===== src/rtl/pipe_stage_chain.sv =====
// Parametrised valid/allow_in pipeline backbone with per-stage ready_go and flush,
// exporting stage registers, occupancy and a saturating input-stall counter.
module pipe_stage_chain #(
  parameter int STAGES = 5,
  parameter int WD     = 64,
  parameter int CNT_W  = 32
) (
  input  logic                         clk,
  input  logic                         resetn,
  input  logic                         in_valid,
  input  logic [WD-1:0]                in_bus,
  output logic                         in_allow_in,
  input  logic [STAGES-1:0]            ready_go,
  input  logic [STAGES-1:0]            flush,
  output logic                         out_valid,
  output logic [WD-1:0]                out_bus,
  input  logic                         out_allow_in,
  output logic [STAGES-1:0]            stage_valid,
  output logic [STAGES*WD-1:0]         stage_bus,
  output logic [$clog2(STAGES+1)-1:0]  occupancy,
  output logic [CNT_W-1:0]             stall_cnt,
  input  logic                         stall_clr
);

  localparam int OCC_W = $clog2(STAGES+1);

  logic [STAGES-1:0] valid;
  logic [STAGES-1:0] allow;
  logic [STAGES-1:0] kill;
  logic [STAGES-2:0] go;
  logic [STAGES-1:0] src_valid;
  logic [WD-1:0]     bus     [STAGES];
  logic [WD-1:0]     src_bus [STAGES];
  logic              any_flush;
  logic              in_fire;
  logic              stall;
  logic              allow_acc;
  logic              kill_acc;

  // Walk from the oldest stage down: allow ripples from the sink, kill accumulates older flushes.
  always_comb begin
    allow     = '0;
    kill      = '0;
    allow_acc = out_allow_in;
    kill_acc  = 1'b0;
    for (int i = STAGES-1; i >= 0; i--) begin
      allow[i]  = ~valid[i] | (ready_go[i] & allow_acc);
      allow_acc = allow[i];
      kill[i]   = kill_acc;
      kill_acc  = kill_acc | flush[i];
    end
  end

  assign go          = valid[STAGES-2:0] & ready_go[STAGES-2:0] & ~kill[STAGES-2:0];
  assign any_flush   = |flush;
  assign in_allow_in = allow[0] & ~any_flush;
  assign in_fire     = in_valid & in_allow_in;
  assign stall       = in_valid & ~in_allow_in;
  assign src_valid   = {go, in_fire};

  always_comb begin
    src_bus[0] = in_bus;
    for (int i = 1; i < STAGES; i++) begin
      src_bus[i] = bus[i-1];
    end
  end

  // A killed stage drops its beat; the payload only moves when a real beat arrives.
  always_ff @(posedge clk or negedge resetn) begin
    if (!resetn) begin
      valid <= '0;
      for (int i = 0; i < STAGES; i++) begin
        bus[i] <= '0;
      end
    end else begin
      for (int i = 0; i < STAGES; i++) begin
        if (kill[i]) begin
          valid[i] <= 1'b0;
        end else if (allow[i]) begin
          valid[i] <= src_valid[i];
          if (src_valid[i]) begin
            bus[i] <= src_bus[i];
          end
        end
      end
    end
  end

  always_ff @(posedge clk or negedge resetn) begin
    if (!resetn) begin
      stall_cnt <= '0;
    end else if (stall_clr) begin
      stall_cnt <= '0;
    end else if (stall && (stall_cnt != {CNT_W{1'b1}})) begin
      stall_cnt <= stall_cnt + 1'b1;
    end
  end

  always_comb begin
    occupancy = '0;
    for (int i = 0; i < STAGES; i++) begin
      occupancy = occupancy + OCC_W'(valid[i]);
    end
  end

  genvar g;
  generate
    for (g = 0; g < STAGES; g++) begin : g_flat
      assign stage_bus[g*WD +: WD] = bus[g];
    end
  endgenerate

  assign stage_valid = valid;
  assign out_valid   = valid[STAGES-1] & ready_go[STAGES-1];
  assign out_bus     = bus[STAGES-1];

endmodule


===== config.mk =====
export PLATFORM = sky130hd
export DESIGN_NAME = pipe_stage_chain
export DESIGN_NICKNAME = d
export VERILOG_FILES = /design/src/rtl/pipe_stage_chain.sv
export SDC_FILE = /design/constraint.sdc
export NUM_CORES = 1
export LEC_CHECK = 0
export ABC_CLOCK_PERIOD_IN_PS = 3400
export BUFFER_PORTS_ARGS = -buffer_cell sky130_fd_sc_hd__buf_4
export CORE_MARGIN = 2
export CORE_UTILIZATION = 40
export DETAILED_ROUTE_END_ITERATION = 16
export GPL_TIMING_DRIVEN = 0
export PLACE_DENSITY = 0.66
export RECOVER_POWER = 25
export SKIP_CTS_REPAIR_TIMING = 1
export SLEW_MARGIN = 20
export SYNTH_ARGS = -nofsm -noshare
export SYNTH_HDL_FRONTEND = slang
export SYNTH_SLANG_ARGS = --single-unit

===== constraint.sdc =====
create_clock -name clk -period 3.4 [get_ports clk]
set_clock_uncertainty 0.05 [all_clocks]
set_input_delay 0.68 -clock clk [delete_from_list [all_inputs] [get_ports clk]]
set_output_delay 0.68 -clock clk [all_outputs]
set_load 0.05 [all_outputs]

==> impl_metrics.py <==
metrics = {
    "route": {
        "drcViolationCount": 0,
        "first_pass_iters": 7,
        "antenna_left": 0,
        "post_drt_wl_per_cell_um": 21.0,
        "vias_per_cell": 5.08,
        "drt_iter0_drc": 435,
        "route.vias.total": 10300,
        "routed_wl_um": 42400,
    },
    "setup_path": {
        "cp-end-kind": "output pin",
        "critPathRequiredTime_ps": 2670,
        "critPathMaxStageDelay_ps": 540,
        "cp.arrival_ps": 2410,
        "cp-start-kind": "flip-flop",
        "critPathTopFamily": "adder cells",
        "cp_common_cell": "fa_1",
        "path_max_fanout": 8,
        "setup.worst_path.class": "flip-flop to output pin",
        "critPathSlowestCell": "fa_1",
        "path_cells": "fa_1 > fa_1 > ha_1 > buf_4",
        "cp_num_buf_inv": 1,
    },
    "run": {
        "max_cap_violations": 1,
    },
    "synth": {
        "async_reset_ff_frac": 1.00,
        "netlist_instances": 981,
        "syn-num-nets": 1064,
        "ys_types": 48,
        "ys.flop_type": "dfrtp_1",
        "synth_edf_count": 0,
        "syn_avg_cell_area_um2": 14.9,
        "yosysWarnings": 0,
        "synth_area_um2": 14600,
        "yosys_register_bits": 357,
        "yosysSeqAreaShare": 0.613,
    },
    "layout": {
        "final_cell_count_no_fill": 2023,
        "final_common_cell": "buf_4",
        "layout-drive-gt1-share": 0.583,
        "antenna_cells": 0,
        "syn_to_final_growth_pct": 37.6,
        "post-route-util": 0.561,
        "layout_common_cells": "490 x buf_4, 357 x dfrtp_1, 317 x mux2_2",
        "final_nets": 1614,
    },
    "placed_design": {
        "dp_cells": 1949,
        "io_buffers": 503,
        "dp_slack_ps": 239,
        "gp_congestion": 0.862,
        "dp_hpwl_um": 31400,
    },
    "cts": {
        "root_buffer": "clkbuf_16",
        "clkTransAtPathRegs_ps": 60,
        "htreeDepth": 2,
        "cts_max_path_buffers": 3,
        "cts_tree": "built",
        "clock_sinks": 357,
        "cts_buffers": 40,
        "clk_latency_ps": 530,
    },
    "die": {
        "dieArea_um2": 38000,
        "die-width_um": 195,
        "die_h_um": 195,
        "initial_utilization": 0.408,
        "coreArea_um2": 35700,
        "ios": 505,
        "num_rows": 69,
    },
    "sta": {
        "relSlewSlack": -0.323,
        "hold_ws_ps": 314,
        "post-route-period-util": 0.924,
        "max_freq_ghz": 0.318,
        "hold_viol_final": 0,
        "fin_crit_ps": 3140,
        "setup_violations": 0,
        "maxSlewViolCount": 77,
        "finalWorstSetupSlack_ps": 257,
        "tightest_slew_ps": 1990,
        "rsz0062_at_grt": "false",
    },
    "global_routing": {
        "antenna_found_initial": 0,
        "grt-ovfl-total": 0,
        "first_global_vias": 10300,
        "grtUsageTotal": 0.217,
        "grt_pass1_wl_um": 64000,
        "grt_max_degree": 91,
    },
    "pwr": {
        "total_power_mw": 10.1,
        "ir_drop_uv": 452,
        "leakagePower_nw": 10.5,
        "p_per_area_nw_per_um2": 503,
    },
    "status": {
        "violations": "capacitance limit, slew limit",
        "status": "finished with violations",
    },
    "hold_path": {
        "hold_class": "primary input to flip-flop",
    },
}
==> worst reg2reg max path, stage by stage, from the launching register on <==
cell and delay (ps):
dfrtp_1 500, a21bo_1 310, nand3_1 130, clkbuf_1 740, clkbuf_1 660, mux2_2 420
==> flip-flops by register name, summed over array words and instances, names as in the netlist <==
| signal | cells |
|---|---|
| stage_valid | 5 |
| out_bus | 64 |
| stall_cnt | 32 |
| stage_bus | 256 |
==> kinds of logic (layout without fill, tap and decap cells) <==
group	count (synthesis)	after routing	share of synthesized area
buf+inv	118	699	0.0540
mux	322	322	0.249
flops	357	357	0.613
simple gates	103	103	0.0438
compound gates	77	77	0.0361
fa+ha+maj	4	4	0.00446
==> report_power, final <==
group          switching (mW)  total [mW]  internal (mW)  leakage, nW
clock                    1.71        4.37           2.66        0.657
combinational           0.821        1.17          0.352         4.92
sequential              0.138        4.54           4.41         4.91
==> through the flow <==
stage                     TNS, ps  cell area [µm²]
after global routing            0            20100
after CTS                       0            20400
after floorplan                 0            14600
final                           0            20100
after detailed placement        0            19100
after global placement    -640300            18900
==> path summary, 6_finish.rpt <==
kind                            cells after the start  slack (ps)                    endpoint                        from
worst max-delay path                                4         260                occupancy[1]  stage_valid[0]$_DFFE_PN0P_
worst min-delay path                                2         310    stage_bus[0]$_DFFE_PN0P_                   in_bus[0]
worst max register to register                      5         480     out_bus[55]$_DFFE_PN0P_  stage_valid[4]$_DFFE_PN0N_
worst min register to register                      1         470  stage_bus[240]$_DFFE_PN0P_  stage_bus[176]$_DFFE_PN0P_
max in group asynchronous                           4         540  stage_bus[148]$_DFFE_PN0P_                      resetn
min in group asynchronous                           2         550   stall_cnt[15]$_DFFE_PN0P_                      resetn
==> routing by layer <==
layer  track usage  share of wire  vias to the layer above
li1              -              -                     4596
met5             0              0                        -
met2         0.381           0.51                      375
met4        0.0534          0.020                        0
met1         0.273           0.40                     5251
met3        0.0475          0.061                       58
==> cell usage after synthesis, types with 2 or more instances <==
library cell   count  area (µm²)
nand2_1           18        67.6
ha_1               2        25.0
or4_1             24         180
nor2_1             6        22.5
dfrtp_1          357        8930
dlygate4sd1_1      2        17.5
nand3_1           16        80.1
nor2b_1            5        31.3
buf_4             68         510
buf_6              8        90.1
nor4_1             2        12.5
and4_1             5        43.8
a21oi_1           31         155
clkbuf_1          20        75.1
o41ai_1            3        26.3
nand3b_1           2        15.0
mux2_1             5        56.3
inv_1              5        18.8
fa_1               2        40.0
or4b_1             3        30.0
o31ai_1           25         188
and2_1             3        18.8
or3_1              3        18.8
buf_2             14        70.1
and3_1             3        18.8
or2_2              2        12.5
mux2_2           317        3570
o21ai_0            6        30.0
nand4_1            5        31.3
==> final cells by class <==
cell class                 instances  area (µm²)
clock buffer                      57        1150
buffer                           113         768
multi-input combinational        506        4860
tap                              461         577
sequential                       357        8930
timing repair buffer             508        3560
clock inverter                    16         193
inverter                           5        18.8
fill                            3010       15700
No activity file was read; power rests on OpenSTA's default activity.
